### src/rtl/fifo_param.sv
// Parameterised single-clock FIFO with programmable almost-full/almost-empty thresholds,
// sticky misuse flag and a choice of registered-read or first-word-fall-through output.
module fifo_param #(
    parameter int tamano_datos    = 10,
    parameter int tamano_direcion = 3,
    parameter bit FWFT            = 1'b0
) (
    input  logic                       clk,
    input  logic                       reset,
    input  logic                       write_enable,
    input  logic                       read_enable,
    input  logic [tamano_datos-1:0]    data_in,
    input  logic [tamano_direcion:0]   umbral_alto,
    input  logic [tamano_direcion:0]   umbral_bajo,
    output logic [tamano_datos-1:0]    data_out,
    output logic                       valid,
    output logic [tamano_direcion:0]   count,
    output logic                       full,
    output logic                       empty,
    output logic                       almost_full,
    output logic                       almost_empty,
    output logic                       error
);

    localparam logic [tamano_direcion:0]   CNT_ZERO = {(tamano_direcion+1){1'b0}};
    localparam logic [tamano_direcion:0]   CNT_ONE  = {{tamano_direcion{1'b0}}, 1'b1};
    localparam logic [tamano_direcion:0]   CNT_FULL = {1'b1, {tamano_direcion{1'b0}}};
    localparam logic [tamano_direcion-1:0] PTR_ZERO = {tamano_direcion{1'b0}};
    localparam logic [tamano_direcion-1:0] PTR_ONE  = {{(tamano_direcion-1){1'b0}}, 1'b1};
    localparam logic [tamano_datos-1:0]    DATA_ZERO = {tamano_datos{1'b0}};

    logic [tamano_datos-1:0]    mem_r [2**tamano_direcion];
    logic [tamano_direcion-1:0] wr_ptr_r;
    logic [tamano_direcion-1:0] rd_ptr_r;
    logic [tamano_direcion:0]   count_r;
    logic [tamano_direcion:0]   count_nxt_s;
    logic                       full_r;
    logic                       empty_r;
    logic                       error_r;
    logic                       rd_acc_s;
    logic                       wr_acc_s;
    logic                       err_evt_s;

    // Handshake decode: a full FIFO still takes a write when a read frees a slot on the same edge.
    always_comb begin
        rd_acc_s  = read_enable & ~empty_r;
        wr_acc_s  = write_enable & (~full_r | rd_acc_s);
        err_evt_s = (write_enable & ~wr_acc_s) | (read_enable & empty_r);
    end

    // Next occupancy from the accepted operations.
    always_comb begin
        count_nxt_s = count_r;
        case ({wr_acc_s, rd_acc_s})
            2'b10:   count_nxt_s = count_r + CNT_ONE;
            2'b01:   count_nxt_s = count_r - CNT_ONE;
            default: count_nxt_s = count_r;
        endcase
    end

    // Pointers, occupancy, registered full/empty and sticky error.
    always_ff @(posedge clk or negedge reset) begin
        if (!reset) begin
            wr_ptr_r <= PTR_ZERO;
            rd_ptr_r <= PTR_ZERO;
            count_r  <= CNT_ZERO;
            full_r   <= 1'b0;
            empty_r  <= 1'b1;
            error_r  <= 1'b0;
        end else begin
            if (wr_acc_s) begin
                wr_ptr_r <= wr_ptr_r + PTR_ONE;
            end
            if (rd_acc_s) begin
                rd_ptr_r <= rd_ptr_r + PTR_ONE;
            end
            count_r <= count_nxt_s;
            full_r  <= (count_nxt_s == CNT_FULL);
            empty_r <= (count_nxt_s == CNT_ZERO);
            if (err_evt_s) begin
                error_r <= 1'b1;
            end
        end
    end

    // Storage array; deliberately not reset, stale words become unreachable once pointers clear.
    always_ff @(posedge clk) begin
        if (wr_acc_s) begin
            mem_r[wr_ptr_r] <= data_in;
        end
    end

    generate
        if (FWFT) begin : g_fwft
            // Head word is presented directly; masked to zero while empty so nothing stale leaks out.
            always_comb begin
                if (empty_r) begin
                    data_out = DATA_ZERO;
                end else begin
                    data_out = mem_r[rd_ptr_r];
                end
                valid = ~empty_r;
            end
        end else begin : g_reg
            logic [tamano_datos-1:0] data_out_r;
            logic                    valid_r;

            // Registered read port: popped word captured on the read edge, valid pulses one cycle.
            always_ff @(posedge clk or negedge reset) begin
                if (!reset) begin
                    data_out_r <= DATA_ZERO;
                    valid_r    <= 1'b0;
                end else begin
                    if (rd_acc_s) begin
                        data_out_r <= mem_r[rd_ptr_r];
                    end
                    valid_r <= rd_acc_s;
                end
            end

            assign data_out = data_out_r;
            assign valid    = valid_r;
        end
    endgenerate

    assign count        = count_r;
    assign full         = full_r;
    assign empty        = empty_r;
    assign error        = error_r;
    assign almost_full  = (count_r >= umbral_alto);
    assign almost_empty = (count_r <= umbral_bajo);

endmodule

### config.mk
export PLATFORM = sky130hd
export DESIGN_NAME = fifo_param
export DESIGN_NICKNAME = d
export VERILOG_FILES = /design/src/rtl/fifo_param.sv
export SDC_FILE = /design/constraint.sdc
export NUM_CORES = 1
export LEC_CHECK = 0
export BUFFER_PORTS_ARGS = -buffer_cell sky130_fd_sc_hd__buf_2
export CAP_MARGIN = 10
export CORE_MARGIN = 2
export CORE_UTILIZATION = 50
export DETAILED_ROUTE_END_ITERATION = 12
export PLACE_DENSITY = 0.82
export SLEW_MARGIN = 15
export SYNTH_ARGS = -nofsm -noshare
export SYNTH_HDL_FRONTEND = slang
export SYNTH_SLANG_ARGS = --single-unit
### constraint.sdc
create_clock -name clk -period 2.2 [get_ports clk]
set_clock_uncertainty 0.15 [all_clocks]
set_input_delay 0.33 -clock clk [delete_from_list [all_inputs] [get_ports clk]]
set_output_delay 0.33 -clock clk [all_outputs]
set_load 0.01 [all_outputs]
# Word-level counts from Yosys, hierarchy flattened
# Memory sizes are Yosys's and may differ from the RTL's. A register that Yosys moved wholly into a read port is not among the register bits.
# Cells that the tools add are included.
[classes]
add_sub_neg = 4
order_cmp = 2
n_eq_ne = 3
muxes = 3
bitwise_logic = 9
reduce_logical = 2
[op_table]
columns = ["operator", "count"]
rows = [
  ["$pmux 4 s2", 1],
  ["$add 3x1->3 const B", 2],
  ["$add 4x1->4 const B", 1],
  ["$and 1x1->1", 4],
  ["$eq 4x4->1 const B", 1],
  ["$ge 4x4->1", 1],
  ["$le 4x4->1", 1],
  ["$logic_not 4->1", 1],
  ["$sub 4x1->4 const B", 1],
  ["$not 1->1", 3],
  ["$eq 2x1->1 const B", 1],
  ["$eq 2x2->1 const B", 1],
  ["$mux 1", 2],
  ["$or 1x1->1", 2],
  ["$logic_not 1->1", 1],
]
[totals]
regBits = 14
ramBits = 80
input_bits = 22
word_cells = 31
n_memories = 1
[mem_list]
columns = ["memory", "depth", "width", "read_ports", "rd_clocked_by_memory_dff", "wr", "line", "source"]
rows = [
  ["mem_r", 8, 10, 1, 1, 1, "32", "logic [tamano_datos-1:0] mem_r [2**tamano_direcion];"],
]

# Logic depth before layout (Yosys ltp)
[logic_depth]
word_depth = 7
ltp_mapped = 10

# Worst setup path before layout
# Ideal clock, no wire load.
[synth_timing]
path_type = "reg-to-reg"
start = "register empty_r, in the netlist empty"
end = "register full_r, in the netlist full"
setup_ns = 0.143
arrival_ns = 2.204
setup_slack_ns = -0.297
path_stages_with_launch = 11
path_buffers = 0
synth_period_minus_slack_ns = 2.497
cell_sequence = "dfstp_2 > nand2b_1 > a21boi_2 > inv_1 > ha_1 > xor2_1 > ha_1 > a21oi_2 > xor2_1 > a221oi_1 > a211oi_2"
[synth_between]
elab_chain_cells = 7
word_cells_on_any_way = 8
[synth_rtl]
columns = ["element", "line", "source"]
rows = [
  ["from (decl)", "38", "logic empty_r;"],
  ["from (signal assigned)", "79", "empty_r <= (count_nxt_s == CNT_ZERO);"],
  ["$not 1->1 *", "46", "rd_acc_s = read_enable & ~empty_r;"],
  ["$and 1x1->1 *", "46", ""],
  ["$or 1x1->1", "47", "wr_acc_s = write_enable & (~full_r | rd_acc_s);"],
  ["$and 1x1->1", "47", ""],
  ["$eq 2x1->1 / $eq 2x2->1 (equally long branches)", "54", "case ({wr_acc_s, rd_acc_s})"],
  ["$pmux 4 s2 *", "54", ""],
  ["$eq 4x4->1 *", "78", "full_r <= (count_nxt_s == CNT_FULL);"],
  ["to (signal assigned)", "78", ""],
  ["to (decl)", "37", "logic full_r;"],
]
# Mark *: on every way between the ends. The rest lies on a longest branch, timed or not.
# A chain may end at the register's enable or synchronous reset.

# Worst setup path after layout
[layout_timing]
start = "register empty_r, in the netlist empty"
end = "register empty_r, in the netlist empty"
[layout_between]
elab_chain_cells = 7
word_cells_on_any_way = 8
[layout_rtl]
columns = ["element", "line", "source"]
rows = [
  ["$not 1->1 *", "46", ""],
  ["$and 1x1->1 *", "46", ""],
  ["net rd_acc_s", "40", "logic rd_acc_s;"],
  ["$or 1x1->1", "47", ""],
  ["$and 1x1->1", "47", ""],
  ["$eq 2x1->1 / $eq 2x2->1 (equally long branches)", "54", ""],
  ["$pmux 4 s2 *", "54", ""],
  ["$logic_not 4->1 *", "79", ""],
]
# The timed path passes the listed nets; every way through them passes the cells marked *.

==> reports/metrics.cfg <==
[run_status]
status=finished, violations left
violations=setup timing

[global_routing]
globalRouteMet1Util=0.225
grt_pass1_vias=2388
antenna_found_initial=1
overflow=0
grt_util_met3=0.0361
grt_max_degree=25
grtUsageTotal=0.171
grt_pass1_wl_um=12300
top_usage_layer=met2
use_met2=0.288

[cts]
cts_buffers=9
clkLatencyLatePin_ns=0.35
htreeDepth=3
clock_sinks=104
clockBufferDepth=2
cts_tree=yes
cts-root-buf=clkbuf_8
path_clk_slew_ns=0.10

[floorplan]
core_area_um2=8300
die_h_um=96.9
io_pins=42
die_w_um=96.9
die_area_um2=9380
num_rows=33
start_util=0.520

[min_path]
hold_depth=1
min_path_type=input pin to register
whs_endpoint=mem_r[2][6]
min_from=data_in[6]

[route]
wl_um=7560
dr_total_vias=2307
dr.pass1.iters=4
drcViolationCount=0
drtAntennaViolNets=0
routed_via_density=5.43
detail_route.wl_per_cell_um=17.8
first_iter_violations=119

[pwr]
power.density_nw_per_um2=1260
peakVddDrop_uv=535
fin_total_pwr_mw=6.42
p_leak_nw=1.96

[sta]
rsz0062_at_grt=true
fin_crit_ns=2.27
finalWorstSetupSlack_ns=-0.0749
setup_viol=4
fmax_ghz=0.440
finalHoldViolations=0
worst_pin_slew_ns=0.682
period_share=1.03
drv_slew=0
relSlewSlack=0.545
setup_tns_ns=-0.173

[final_layout]
mostFrequentLayoutCell=edfxtp_1
n_antenna_cell=0
mostFrequentLayoutCells=80 x edfxtp_1, 41 x buf_2, 23 x dfrtp_1
postLayoutCoreUtil=0.612
drive_gt1_frac=0.375
synthToLayoutAreaGrowth_pct=17.7
n_fill_cell=595
fin_area_um2=5080
num-nets-final=350

[logic_synthesis]
syn_inst=246
synth_nets=281
ys_seq_area_frac=0.697
synth-seq-cells=104
yosysUniqueCellTypes=39
yosysWarnings=0
syn_avg_cell_area_um2=17.5
syn_area_um2=4310

[critical_path]
r2r-end=empty
r2r_setup_slack_ns=-0.07
required_ns=2.32
reg2reg_from=empty
cp_max_fo=4
arrival_ns=2.39
rr_worst_depth=9
critPathLaunchType=register
cp-end-kind=register
critPathKind=register to register

[placement]
io_buffers=41
place_area_um2=4790
dp_hpwl_um=5050
gp_congestion=0.783

[flow_run]
max_cap_viol_count=0

synthesized netlist by cell type:
master | n | area, um2
nor4_2 | 1 | 12.5
mux2_1 | 1 | 11.3
dfstp_2 | 1 | 26.3
nand2_1 | 18 | 67.6
a211oi_2 | 1 | 12.5
nor2_1 | 8 | 30.0
a21oi_2 | 1 | 8.76
buf_6 | 2 | 22.5
a32oi_2 | 1 | 16.3
ha_1 | 13 | 163
nor2b_1 | 2 | 12.5
edfxtp_1 | 80 | 2400
a21oi_1 | 2 | 10.0
xor2_1 | 4 | 35.0
o21bai_1 | 1 | 7.51
a221oi_1 | 1 | 8.76
nand4_1 | 1 | 6.26
clkbuf_1 | 2 | 7.51
nor3_1 | 3 | 15.0
o21ai_0 | 2 | 10.0
o21a_1 | 2 | 15.0
nor2_2 | 1 | 6.26
o21ai_1 | 10 | 50.1
inv_1 | 9 | 33.8
and2b_1 | 1 | 7.51
nand2b_1 | 5 | 31.3
mux4_2 | 20 | 450
and3b_1 | 1 | 8.76
a21o_1 | 4 | 30.0
a21boi_2 | 1 | 11.3
nand3_1 | 2 | 10.0
xnor2_1 | 4 | 35.0
and3_1 | 1 | 6.26
buf_2 | 4 | 20.0
dfrtp_1 | 23 | 576
nor3b_2 | 1 | 12.5
mux2_2 | 1 | 11.3
mux2i_1 | 10 | 100
o41a_1 | 1 | 11.3
through the flow:
stage | instances | hold slack (ns) | worst slack [ns]
finish | 425 | 0.0935 | -0.0749
global route | 425 | 0.0917 | -0.203
CTS | 424 | 0.0801 | -0.0801
detailed placement | 402 | 0.193 | -0.0688
global placement | 402 | 0.188 | 0.0240
floorplan | 246 | -0.116 | -0.0729
sequential cells by signal (all words and copies together) (netlist names):
register	flops
mem_r	80
data_out	10
count	4
rd_ptr_r	3
wr_ptr_r	3
empty	1
error	1
full	1
valid	1
how the worst max path moves through the flow:
stage / slack [ns] / depth (start not counted) / endpoint / startpoint
after floorplan: -0.07 / 10 / full / empty
after global placement: 0.02 / 11 / empty / read_enable
after detailed placement: -0.07 / 11 / empty / read_enable
after CTS: -0.08 / 6 / almost_full / count[1]
after global routing: -0.20 / 10 / empty / empty
final: -0.07 / 9 / empty / empty
per-layer routing:
layer  vias up  share of wire
met4         2         0.0053
li1       1084              -
met3         7          0.045
met1      1166           0.43
met2        48           0.52
met5         -         0.0017
critical path, stage by stage (launching register included):
cell and delay, ns:
dfstp_2 0.54, nand2b_4 0.14, inv_2 0.07, ha_4 0.16, xor2_1 0.15, ha_2 0.18
a21oi_2 0.15, xor2_2 0.11, o41a_1 0.38, nor4_2 0.16
cell families (layout without fill, tap and decap cells):
family / count (synthesis) / after routing / synth area share
xor+xnor: 8 / 8 / 0.0162
compound gates: 27 / 27 / 0.0444
flops: 104 / 104 / 0.697
fa+ha+maj: 13 / 13 / 0.0377
mux: 32 / 32 / 0.133
buf+inv: 17 / 91 / 0.0194
simple gates: 45 / 45 / 0.0525
cell type report:
class | count | area [um2] | share of cell area
Clock inverter | 5 | 63.8 | 0.0126
Inverter | 9 | 33.8 | 0.00666
Sequential cell | 104 | 3000 | 0.592
Tap cell | 105 | 131 | 0.0259
Multi-Input combinational cell | 125 | 1290 | 0.254
Clock buffer | 11 | 141 | 0.0279
Timing Repair Buffer | 66 | 412 | 0.0811
report_power, final:
part	switching [mW]	internal [mW]	leakage, nW	total [mW]
Clock	0.628	0.566	0.100	1.19
Combinational	1.22	1.21	0.845	2.42
Sequential	0.238	2.56	1.01	2.80
Total	2.08	4.34	1.96	6.42
repair_timing:
item | 4_1_cts | 5_1_grt
endpoints found under the hold margin | 23 | 0
setup endpoints to repair | 4 | 5
setup buffers | 5 | 1
pin swaps | 1 | 3
resized for setup | 2 | 4
hold buffers | 1 | 0
(Power assumes the default switching activity.)
